`config.mk`:
```
export PLATFORM = sky130hd
export DESIGN_NAME = ram_b_arbiter_flat
export DESIGN_NICKNAME = d
export VERILOG_FILES = /design/src/rtl/ram_b_arbiter_if.sv /design/src/rtl/ram_b_arbiter.sv /design/src/flat_wrapper.sv
export SDC_FILE = /design/constraint.sdc
export NUM_CORES = 1
export LEC_CHECK = 0
export ABC_CLOCK_PERIOD_IN_PS = 1950
export BUFFER_PORTS_ARGS = -buffer_cell sky130_fd_sc_hd__buf_2
export CAP_MARGIN = 10
export CORE_AREA = 2 2 122 124
export DETAILED_ROUTE_END_ITERATION = 6
export DIE_AREA = 0 0 124 126
export GPL_ROUTABILITY_DRIVEN = 0
export PLACE_DENSITY = 0.79
export SLEW_MARGIN = 10
export SYNTH_ARGS = -nofsm -noshare
export SYNTH_HDL_FRONTEND = slang
export SYNTH_SLANG_ARGS = --single-unit
export TNS_END_PERCENT = 50
```
`constraint.sdc`:
```
create_clock -name clk -period 1.95 [get_ports clk]
set_input_delay 0 -clock clk [delete_from_list [all_inputs] [get_ports clk]]
set_output_delay 0 -clock clk [all_outputs]
set_load 0.01 [all_outputs]
```
`src/rtl/ram_b_arbiter_if.sv`:
```
// ram_b_arbiter_if - request/response bundle between one RAM_B master and
// the arbiter.
//   req       access request, held with its fields until gnt
//   we        1 = store, 0 = load
//   addr      byte address
//   wdata     store data, right-aligned
//   u_b_h_w   size code: bit0 = half, bit1 = word, neither = byte, bit2 = unsigned
//   gnt       request accepted this cycle
//   done      one-cycle pulse, access finished
//   err       valid with done, access rejected
//   rdata     load result, valid with done, held until the next done
interface ram_b_arbiter_if;
   logic        req;
   logic        we;
   logic [31:0] addr;
   logic [31:0] wdata;
   logic [2:0]  u_b_h_w;
   logic        gnt;
   logic        done;
   logic        err;
   logic [31:0] rdata;

   modport master (
      output req, we, addr, wdata, u_b_h_w,
      input  gnt, done, err, rdata
   );

   modport slave (
      input  req, we, addr, wdata, u_b_h_w,
      output gnt, done, err, rdata
   );
endinterface

```
`src/rtl/ram_b_arbiter.sv`:
```
// ram_b_arbiter - two-master round-robin arbiter/sequencer in front of the
// 128-byte RAM_B. One access at a time: grant in IDLE, one ACCESS cycle that
// drives the RAM from registered request fields, done/err/rdata returned to
// the owner on the closing edge.
//
// Ports:
//   clk, rst          system clock, synchronous active-high reset
//   m0, m1            master buses (m0 = core MEM stage, m1 = debug loader)
//   ram_addr/din/we   RAM port A address, write data, write enable
//   ram_u_b_h_w       RAM size/sign code
//   ram_dout          RAM combinational read data (already extended)
//
// Optional: define RAM_B_ARB_MISALIGN_CHK_EN to reject misaligned half/word
// accesses with err instead of passing them to the RAM.
//
// state  | meaning
// IDLE   | waiting for a request; gnt is combinational here
// ACCESS | RAM driven from latched fields; result captured at the next edge
module ram_b_arbiter #(
   parameter int   RAM_AW     = 7,
   parameter logic RESET_LAST = 1'b1
) (
   input  logic                  clk,
   input  logic                  rst,
   ram_b_arbiter_if.slave        m0,
   ram_b_arbiter_if.slave        m1,
   output logic [31:0]           ram_addr,
   output logic [31:0]           ram_din,
   output logic                  ram_we,
   output logic [2:0]            ram_u_b_h_w,
   input  logic [31:0]           ram_dout
);

   typedef enum logic {IDLE, ACCESS} state_t;

   state_t      state;
   logic        last;
   logic        owner;
   logic        lat_we;
   logic [31:0] lat_addr;
   logic [31:0] lat_wdata;
   logic [2:0]  lat_size;

   logic        pick1;
   logic        gnt0;
   logic        gnt1;
   logic        err_cond;
   logic [31:0] rd_val;

   // On a tie the master that did not win last time goes first.
   assign pick1 = m1.req & (~m0.req | ~last);
   assign gnt0  = (state == IDLE) & ~rst & m0.req & ~pick1;
   assign gnt1  = (state == IDLE) & ~rst & pick1;

   assign m0.gnt = gnt0;
   assign m1.gnt = gnt1;

`ifdef RAM_B_ARB_MISALIGN_CHK_EN
   logic misalign;
   assign misalign = (lat_size[0] & lat_addr[0]) | (lat_size[1] & (|lat_addr[1:0]));
   assign err_cond = (|lat_addr[31:RAM_AW]) | misalign;
`else
   assign err_cond = |lat_addr[31:RAM_AW];
`endif

   // Not gated by rst: a write already in its ACCESS cycle still commits.
   assign ram_we      = (state == ACCESS) & lat_we & ~err_cond;
   assign ram_addr    = lat_addr;
   assign ram_din     = lat_wdata;
   assign ram_u_b_h_w = lat_size;

   assign rd_val = (lat_we | err_cond) ? 32'h0 : ram_dout;

   always_ff @(posedge clk) begin
      if (rst) begin
         state     <= IDLE;
         last      <= RESET_LAST;
         owner     <= 1'b0;
         lat_we    <= 1'b0;
         lat_addr  <= 32'h0;
         lat_wdata <= 32'h0;
         lat_size  <= 3'h0;
         m0.done   <= 1'b0;
         m0.err    <= 1'b0;
         m0.rdata  <= 32'h0;
         m1.done   <= 1'b0;
         m1.err    <= 1'b0;
         m1.rdata  <= 32'h0;
      end else begin
         m0.done <= 1'b0;
         m0.err  <= 1'b0;
         m1.done <= 1'b0;
         m1.err  <= 1'b0;
         case (state)
            IDLE: begin
               if (gnt0 | gnt1) begin
                  owner     <= gnt1;
                  last      <= gnt1;
                  lat_we    <= gnt1 ? m1.we      : m0.we;
                  lat_addr  <= gnt1 ? m1.addr    : m0.addr;
                  lat_wdata <= gnt1 ? m1.wdata   : m0.wdata;
                  lat_size  <= gnt1 ? m1.u_b_h_w : m0.u_b_h_w;
                  state     <= ACCESS;
               end
            end
            ACCESS: begin
               if (owner) begin
                  m1.done  <= 1'b1;
                  m1.err   <= err_cond;
                  m1.rdata <= rd_val;
               end else begin
                  m0.done  <= 1'b1;
                  m0.err   <= err_cond;
                  m0.rdata <= rd_val;
               end
               state <= IDLE;
            end
         endcase
      end
   end

endmodule

```
`src/flat_wrapper.sv`:
```
// flat-port wrapper written by rule: the top's interface ports become plain ports
module ram_b_arbiter_flat 
#(
   parameter int   RAM_AW     = 7,
   parameter logic RESET_LAST = 1'b1
)
  (clk, rst, ram_addr, ram_din, ram_we, ram_u_b_h_w, ram_dout, m0_req, m0_we, m0_addr, m0_wdata, m0_u_b_h_w, m0_gnt, m0_done, m0_err, m0_rdata, m1_req, m1_we, m1_addr, m1_wdata, m1_u_b_h_w, m1_gnt, m1_done, m1_err, m1_rdata);
  ram_b_arbiter_if m0_i ();
  ram_b_arbiter_if m1_i ();
  input  logic clk;
  input  logic rst;
  output logic [31:0] ram_addr;
  output logic [31:0] ram_din;
  output logic ram_we;
  output logic [2:0] ram_u_b_h_w;
  input  logic [31:0] ram_dout;
  input wire logic [$bits(m0_i.req)-1:0] m0_req;
  input wire logic [$bits(m0_i.we)-1:0] m0_we;
  input wire logic [$bits(m0_i.addr)-1:0] m0_addr;
  input wire logic [$bits(m0_i.wdata)-1:0] m0_wdata;
  input wire logic [$bits(m0_i.u_b_h_w)-1:0] m0_u_b_h_w;
  output wire logic [$bits(m0_i.gnt)-1:0] m0_gnt;
  output wire logic [$bits(m0_i.done)-1:0] m0_done;
  output wire logic [$bits(m0_i.err)-1:0] m0_err;
  output wire logic [$bits(m0_i.rdata)-1:0] m0_rdata;
  input wire logic [$bits(m1_i.req)-1:0] m1_req;
  input wire logic [$bits(m1_i.we)-1:0] m1_we;
  input wire logic [$bits(m1_i.addr)-1:0] m1_addr;
  input wire logic [$bits(m1_i.wdata)-1:0] m1_wdata;
  input wire logic [$bits(m1_i.u_b_h_w)-1:0] m1_u_b_h_w;
  output wire logic [$bits(m1_i.gnt)-1:0] m1_gnt;
  output wire logic [$bits(m1_i.done)-1:0] m1_done;
  output wire logic [$bits(m1_i.err)-1:0] m1_err;
  output wire logic [$bits(m1_i.rdata)-1:0] m1_rdata;
  assign m0_i.req = m0_req;
  assign m0_i.we = m0_we;
  assign m0_i.addr = m0_addr;
  assign m0_i.wdata = m0_wdata;
  assign m0_i.u_b_h_w = m0_u_b_h_w;
  assign m0_gnt = m0_i.gnt;
  assign m0_done = m0_i.done;
  assign m0_err = m0_i.err;
  assign m0_rdata = m0_i.rdata;
  assign m1_i.req = m1_req;
  assign m1_i.we = m1_we;
  assign m1_i.addr = m1_addr;
  assign m1_i.wdata = m1_wdata;
  assign m1_i.u_b_h_w = m1_u_b_h_w;
  assign m1_gnt = m1_i.gnt;
  assign m1_done = m1_i.done;
  assign m1_err = m1_i.err;
  assign m1_rdata = m1_i.rdata;
  ram_b_arbiter #(.RAM_AW(RAM_AW), .RESET_LAST(RESET_LAST)) u_core (.clk(clk), .rst(rst), .m0(m0_i), .m1(m1_i), .ram_addr(ram_addr), .ram_din(ram_din), .ram_we(ram_we), .ram_u_b_h_w(ram_u_b_h_w), .ram_dout(ram_dout));
endmodule
```
* After elaboration in Yosys (flattened, before gate mapping)
Cells that the tools add are included. Widths: inputs -> output; s select.
Operators by class: reductions and logical operators 7, mux-type cells 9, bitwise logic cells 17
Operator list (number):
- $mux 32 | 3
- $reduce_or 25->1 | 1
- $and 1x1->1 | 7
- $not 1->1 | 7
- $reduce_and 2->1 | 3
- $reduce_or 3->1 | 2
- $mux 1 | 4
- $mux 3 | 1
- $or 1x1->1 | 3
- $pmux 1 s2 | 1
- $reduce_or 2->1 | 1
Word-level totals: flip-flop bits (word level) 139, bits of input ports 172, output and inout port bits 138

* Longest topological paths before layout
Gate-level depths: netlist of run 1.
depth after elaboration 8, gate-level depth with buffers 8

* Least setup slack after synthesis of run 1
OpenSTA, ideal clock, no wires.
path type register to register, from register u_core.lat_addr[31] (netlist: u_core.ram_addr[31]), to register u_core.m1.rdata[23], arrival 1622 ps, setup time 67 ps, period minus slack after synthesis 1689 ps, required time 1883 ps, stages on the path, launching flop included 6, path slack 261 ps, cell sequence dfxtp_1 -> nor4_1 -> nand4_1 -> or4_4 -> buf_6 -> o21ai_2
On the way: longest elaborated chain between the ends 3
RTL lines:
- start: declaration | RTL line ram_b_arbiter.sv:40 | logic [31:0] lat_addr;
- start signal: assignment | RTL line ram_b_arbiter.sv:100 | lat_addr <= gnt1 ? m1.addr : m0.addr;
- $reduce_or 25->1 | RTL line ram_b_arbiter.sv:63 | assign err_cond = |lat_addr[31:RAM_AW];
- $or 1x1->1 | RTL line ram_b_arbiter.sv:72 | assign rd_val = (lat_we | err_cond) ? 32'h0 : ram_dout;
- $mux 32 | RTL line ram_b_arbiter.sv:72
- end: declaration | RTL line ram_b_arbiter_if.sv:30 | output gnt, done, err, rdata
Every way passes these cells. A chain may end at the register's enable or synchronous reset.

* Worst setup path after layout of run 1
from register u_core.lat_addr[30] (netlist: u_core.ram_addr[30]), to register u_core.m0.rdata[10]
On the way: longest elaborated chain between the ends 3
RTL lines (RTL line):
- $reduce_or 25->1 | ram_b_arbiter.sv:63
- $or 1x1->1 | ram_b_arbiter.sv:72
- $mux 32 | ram_b_arbiter.sv:72
- end: declaration | ram_b_arbiter_if.sv:30
Every way passes these cells.

==> results of run 1 <==
## state kept, by name, summed over array words and instances (netlist names)
register and cells:
u_core.m0.rdata 32, u_core.m1.rdata 32, u_core.ram_addr 32, u_core.ram_din 32, u_core.ram_u_b_h_w 3, u_core.last 1, u_core.lat_we 1, u_core.m0.done 1
u_core.m0.err 1, u_core.m1.done 1, u_core.m1.err 1, u_core.owner 1, u_core.state 1
## layout make-up
| cell class | instances | area, um^2 | share of cell area |
|---|---|---|---|
| flip-flops and latches | 139 | 2783 | 0.2849 |
| multi-input cells | 461 | 2477 | 0.2536 |
| clock inverters | 11 | 217.7 | 0.02229 |
| diodes | 1 | 2.502 | 0.0002562 |
| repair buffers | 513 | 3596 | 0.3681 |
| clock buffers | 19 | 442.9 | 0.04534 |
| well taps | 184 | 230.2 | 0.02357 |
| inverters | 5 | 18.77 | 0.001921 |
## metrics by stage
stage,worst slack (ns),util,hold WS [ns],cell area [um^2],instances
2_1_floorplan,0.2608,-,0.1590,5465,658
3_3_place_gp,0.03466,0.5105,0.2658,7307,1130
3_5_place_dp,0.03057,0.5105,0.2702,7307,1130
4_1_cts,0.01515,0.6749,0.003194,9661,1328
5_1_grt,-0.07301,0.6824,0.05961,9768,1333
6_report,-0.006201,0.6824,0.03433,9768,1333
## report_power, final
part / leakage [nW] / internal [mW] / switching [mW] / total, mW
clock network: 0.316 / 2.42 / 1.22 / 3.64
registers: 1.13 / 2.98 / 0.0962 / 3.07
logic: 3.12 / 0.644 / 0.639 / 1.28
## per-layer routing
metal,wire [um],part of all wire,global-route usage
met4,1503,0.064,0.1963
met2,11350,0.48,0.4771
met1,8394,0.36,0.3025
met3,2236,0.095,0.08062
met5,0,0,0
## synthesized netlist by cell type
cell / number / area share
nand2_1: 205 / 0.14
dfxtp_1: 139 / 0.51
nor2_1: 73 / 0.050
a311oi_1: 68 / 0.11
clkbuf_1: 36 / 0.025
nand2b_1: 32 / 0.037
o21ai_1: 30 / 0.027
o21ai_2: 30 / 0.048
buf_2: 7 / 0.0064
buf_6: 6 / 0.012
inv_1: 5 / 0.0034
nor4_1: 4 / 0.0046
o21ai_0: 4 / 0.0037
a21oi_1: 3 / 0.0027
buf_1: 3 / 0.0021
nand3_1: 2 / 0.0018
or4_4: 2 / 0.0041
a21boi_0: 1 / 0.0014
and2_1: 1 / 0.0011
and3_1: 1 / 0.0011
buf_4: 1 / 0.0014
nand4_1: 1 / 0.0011
nor3_1: 1 / 0.00091
nor4_2: 1 / 0.0023
o31ai_1: 1 / 0.0014
or3_4: 1 / 0.0021
## worst max-delay path by stage
stage                                           from                          endpoint  slack [ns]  depth (start not counted)
floorplan           u_core.ram_addr[31]$_SDFFE_PP0P_  u_core.m1.rdata[23]$_SDFFE_PP0P_        0.26                          5
global placement    u_core.ram_addr[31]$_SDFFE_PP0P_  u_core.m0.rdata[31]$_SDFFE_PP0P_        0.03                          5
detailed placement  u_core.ram_addr[31]$_SDFFE_PP0P_   u_core.m0.rdata[0]$_SDFFE_PP0P_        0.03                          5
CTS                 u_core.ram_addr[31]$_SDFFE_PP0P_                            ram_we        0.02                          5
global route        u_core.ram_addr[30]$_SDFFE_PP0P_  u_core.m0.rdata[10]$_SDFFE_PP0P_       -0.07                          6
finish              u_core.ram_addr[30]$_SDFFE_PP0P_  u_core.m0.rdata[10]$_SDFFE_PP0P_      -0.006                          6
## critical path, stage by stage (launching register included)
cell,delay (ns)
dfxtp_1,0.35
nor4_4,0.31
nand4_1,0.13
buf_4,0.17
or4_4,0.53
clkbuf_16,0.22
o21ai_1,0.16
## cells by family (layout without fill, tap and decap cells)
group,count (synthesis),count (layout)
AND/OR/NAND/NOR,324,324
AO/OA/AOI/OAI,137,137
flip-flops,139,139
other,0,1
buffers and inverters,58,548
## repair_timing
item / CTS / global route
buffers inserted: 0 / 2
pin swaps: 0 / 6
cloned: 0 / 2
setup endpoints to repair: 1 / 66
hold buffers: 168 / 0
endpoints found under the hold margin: 132 / 0
gates resized for setup: 2 / 10
==> reports/qor.json, run 1 <==
{
  "all_layer_gr_usage": 0.2835,
  "drive_gt1_frac": 0.3667,
  "die-width_um": 124,
  "synth_xor_xnor_area_share": 0,
  "worst_pin_slew_ns": 0.6193,
  "syn_nets": 830,
  "ir_worst_vdd_uv": 523.2,
  "die_height_um": 126,
  "status": "finished, violations left",
  "maxCapViolations": 0,
  "worstPathMaxFanout": 16,
  "cp_data_required_time_ns": 2.29,
  "tritoncts": "done",
  "cellLeakagePower_nw": 4.567,
  "cts.path.max_buffers": 2,
  "clk_root_buffer_cell": "clkbuf_16",
  "route.vias.total": 7072,
  "synth_top_family_by_area": "simple AND/OR/NAND/NOR gates",
  "reg2reg_launch_point": "u_core.ram_addr[30]$_SDFFE_PP0P_",
  "clock-sinks": 139,
  "report.final.slew_viol_count": 0,
  "number_of_global_route_vias_before_repair": 6979,
  "detail-route-antenna-nets": 0,
  "routed_wl_mm": 23.49,
  "area_growth_syn_to_layout_pct": 78.73,
  "syn_inst": 658,
  "r2r.worst_path.cells": 6,
  "fillCellCount": 962,
  "drt_pre_antenna_iters": 7,
  "io-pin-count": 310,
  "first_iter_violations": 384,
  "max_freq_mhz": 511.2,
  "r2r_slack_ns": -0.006,
  "synth_seq_area_share": 0.5092,
  "commonest_non_fill_non_tap_cell_in_the_layout": "buf_2",
  "vias_per_cell": 5.305,
  "synth-compound-area-share": 0.1937,
  "setup_violating_endpoint_count_in_the_final_report": 1,
  "cellPowerDensity_nw_per_um2": 818.6,
  "final.setup.worst_slack_ns": -0.006201,
  "yosysWarningCount": 0,
  "timing.final.crit_share": 1.003,
  "grt_first_pass_wirelength_mm": 34.36,
  "detail_route.wl_per_cell_um": 17.62,
  "synthSimpleGateAreaFrac": 0.2468,
  "ys_types": 26,
  "failed_checks": "design-rule violations, negative setup slack",
  "htree_levels": 4,
  "critical_path.endpoint_type": "flop",
  "totalNegativeSetupSlack_ns": -0.006201,
  "final_period_minus_worst_setup_slack_ns": 1.956,
  "dp_hpwl_mm": 12.85,
  "maximum_number_of_pins_on_one_net_before_global_route_repair": 57,
  "synth_seq_cells": 139,
  "die_area_um2": 15620,
  "port_buffers": 309,
  "hold_path_startpoint": "m1_addr[9]",
  "core-area_um2": 14310,
  "final_nets": 1309,
  "avgSynthCellArea_um2": 8.306,
  "syn_area_um2": 5465,
  "max-slew-margin-rel": 0.5871,
  "initial_core_util": 0.3818,
  "path_class": "flop to flop",
  "synth.area.mux_share": 0,
  "overflow": 0,
  "r2r_end": "u_core.m0.rdata[10]$_SDFFE_PP0P_",
  "worst_setup_skew_after_layout_ns": 0.009961,
  "hold-path-endpoint": "u_core.ram_addr[9]$_SDFFE_PP0P_",
  "antenna_violations_before_repair": 1,
  "post-layout-total-power_mw": 7.996,
  "arrival_time_at_the_worst_endpoint_ns": 2.29,
  "synth_adder_area_share": 0,
  "mostFrequentLayoutCells": "buf_2, nand2_1, dlygate4sd3_1",
  "floorplan.rows": 44,
  "critPathLaunchType": "flop",
  "cts_inserted_buffers": 17,
  "timing.final.hold_violations": 0,
  "clock_input_transition_at_the_sequential_cells_of_the_worst_setup_and_hold_paths_ns": 0.06,
  "worst_hold_stages": 4,
  "clock_latency_ns": 0.42,
  "route.detailed.drc": 3,
  "hold_path.class": "input pin to flop"
}
Power figures use the tool's default switching activity.
==> run 2, diff against run 1 <==
--- a/config.mk
+++ b/config.mk
@@ -8,11 +8,13 @@
 export ABC_CLOCK_PERIOD_IN_PS = 1950
 export BUFFER_PORTS_ARGS = -buffer_cell sky130_fd_sc_hd__buf_2
 export CAP_MARGIN = 10
-export CORE_AREA = 2 2 122 124
+export CORE_ASPECT_RATIO = 0.75
+export CORE_MARGIN = 2
+export CORE_UTILIZATION = 44
+export CTS_CLUSTER_SIZE = 25
 export DETAILED_ROUTE_END_ITERATION = 6
-export DIE_AREA = 0 0 124 126
 export GPL_ROUTABILITY_DRIVEN = 0
-export PLACE_DENSITY = 0.79
+export PLACE_DENSITY = 0.88
 export SLEW_MARGIN = 10
 export SYNTH_ARGS = -nofsm -noshare
 export SYNTH_HDL_FRONTEND = slang
==> reports/qor.json, run 2 (synthesis gave the netlist of run 1 again) <==
{
  "postCtsSetupRepairBufs": 0,
  "critPathLaunchType": "flop",
  "max-slew-margin-rel": 0.4868,
  "max_freq_mhz": 528.0,
  "clock-sinks": 139,
  "cellLeakagePower_nw": 4.425,
  "internal_power_mw": 5.535,
  "worst_setup_skew_after_layout_ns": 0.009860,
  "setup_violating_endpoint_count_in_the_final_report": 0,
  "maxCapViolations": 0,
  "rsz0062_at_grt": "no",
  "hold_path.class": "input pin to flop",
  "grt_first_pass_wirelength_mm": 36.02,
  "die_height_um": 100.5,
  "power_switching_share": 0.2691,
  "final_nets": 1288,
  "worst_hold_stages": 4,
  "final_standard_cell_area_without_fillers_um2": 9477,
  "critical_path.endpoint_type": "flop",
  "status": "finished, final reports clean",
  "die_area_um2": 13340,
  "power.combinational.fraction": 0.164,
  "timing.final.crit_share": 0.9712,
  "detail_route.wl_per_cell_um": 18.06,
  "commonest_non_fill_non_tap_cell_in_the_layout": "buf_2",
  "r2r_slack_ns": 0.06,
  "maximum_number_of_pins_on_one_net_before_global_route_repair": 70,
  "worst_pin_slew_ns": 0.7699,
  "htree_levels": 4,
  "timing.final.hold_violations": 0,
  "report.final.slew_viol_count": 0,
  "io-pin-count": 310,
  "detail-route-antenna-nets": 0,
  "core-area_um2": 12220,
  "reg2reg_launch_point": "u_core.state$_SDFF_PP0_",
  "die-width_um": 132.7,
  "hold_path_startpoint": "m0_req",
  "clock_input_transition_at_the_sequential_cells_of_the_worst_setup_and_hold_paths_ns": 0.07,
  "placement.cell_area_um2": 7162,
  "routed_wl_mm": 23.38,
  "overflow": 0,
  "clk_root_buffer_cell": "clkbuf_16",
  "clock_latency_ns": 0.41,
  "antennaDiodeCount": 0,
  "route.vias.total": 7072,
  "hold-path-endpoint": "u_core.ram_addr[30]$_SDFFE_PP0P_",
  "pwr-share-clk": 0.429,
  "ir_worst_vdd_uv": 737.4,
  "dp_hpwl_mm": 11.82,
  "area_growth_syn_to_layout_pct": 73.40,
  "route.detailed.drc": 0,
  "totalNegativeSetupSlack_ns": 0,
  "r2r_end": "u_core.ram_din[18]$_SDFFE_PP0P_",
  "first_iter_violations": 594,
  "cts_inserted_buffers": 17,
  "all_layer_gr_usage": 0.3379,
  "worstPathMaxFanout": 40,
  "port_buffers": 309,
  "number_of_global_route_vias_before_repair": 7067,
  "mostFrequentLayoutCells": "buf_2, nand2_1, dlygate4sd3_1",
  "arrival_time_at_the_worst_endpoint_ns": 2.16,
  "cellPowerDensity_nw_per_um2": 799.1,
  "final_period_minus_worst_setup_slack_ns": 1.894,
  "path_class": "flop to flop",
  "r2r.worst_path.cells": 5,
  "drive_gt1_frac": 0.3534,
  "drt_pre_antenna_iters": 5,
  "cts.path.max_buffers": 2,
  "antenna_violations_before_repair": 0,
  "floorplan.rows": 35,
  "seq_power_share": 0.406,
  "vias_per_cell": 5.461,
  "tritoncts": "done",
  "p_switching_mw": 2.038,
  "cp_data_required_time_ns": 2.22,
  "initial_core_util": 0.4473
}
-- run 2: how the worst max path moves through the flow --
stage / cells past startpoint / slack [ns] / from / end
4_1_cts: 5 / 0.03 / u_core.ram_addr[31]$_SDFFE_PP0P_ / u_core.m1.rdata[1]$_SDFFE_PP0P_
5_1_grt: 5 / 0.01 / u_core.ram_addr[30]$_SDFFE_PP0P_ / u_core.m0.rdata[31]$_SDFFE_PP0P_
6_report: 5 / 0.06 / u_core.state$_SDFF_PP0_ / u_core.ram_din[18]$_SDFFE_PP0P_
2_1_floorplan: 5 / 0.26 / u_core.ram_addr[31]$_SDFFE_PP0P_ / u_core.m1.rdata[23]$_SDFFE_PP0P_
3_5_place_dp: 5 / 0.01 / u_core.ram_addr[31]$_SDFFE_PP0P_ / u_core.m1.rdata[31]$_SDFFE_PP0P_
3_3_place_gp: 5 / 0.07 / u_core.ram_addr[31]$_SDFFE_PP0P_ / u_core.m0.rdata[31]$_SDFFE_PP0P_
-- run 2: power by group through the flow --
| stage | clock, mW | sequential, mW | combinational [mW] |
|---|---|---|---|
| floorplan | 0 | 3.17 | 0.396 |
| global placement | 0 | 3.11 | 0.873 |
| CTS | 3.30 | 3.06 | 1.15 |
| global route | 3.43 | 3.09 | 1.32 |
| detailed placement | 0 | 3.12 | 0.885 |
| finish | 3.25 | 3.08 | 1.25 |
-- run 2: repair_timing --
item,CTS,global route
hold buffers,169,0
endpoints found under the setup margin,5,13
cloned,0,0
endpoints found under the hold margin,133,0
resized for setup,3,3
pin swaps,0,6
-- run 2: stage by stage --
stage	power, mW	utilization	hold WS (ns)	worst slack [ns]	instances
floorplan	3.565	-	0.1590	0.2608	658
global placement	3.984	0.5862	0.2633	0.06655	1094
detailed placement	4.003	0.5862	0.2721	0.01259	1094
CTS	7.514	0.7746	0.07230	0.03249	1295
global route	7.833	0.7756	0.1254	0.01381	1295
finish	7.573	0.7756	0.1140	0.05607	1295
-- run 2: critical path, cell delays in order (launching register included) --
cell and delay [ns]:
dfxtp_1 0.39, nor2_2 0.30, and2_2 0.30, buf_12 0.23, nand2_1 0.11, a311oi_1 0.42
-- run 2: final cells by class --
class	instances	area [um^2]
fill	738	2741
multi-input combinational	461	2452
timing repair buffer	492	3418
clock buffer	18	439.2
tap	166	207.7
inverter	5	18.77
clock inverter	14	157.7
sequential	139	2783
-- run 2: routing by layer --
| metal | up-vias | routed length [um] | global-route usage |
|---|---|---|---|
| li1 | 3166 | - | - |
| met1 | 3275 | 8613 | 0.3837 |
| met2 | 501 | 11310 | 0.5775 |
| met3 | 130 | 2083 | 0.08648 |
| met4 | 0 | 1371 | 0.2093 |
| met5 | - | 0 | 0 |
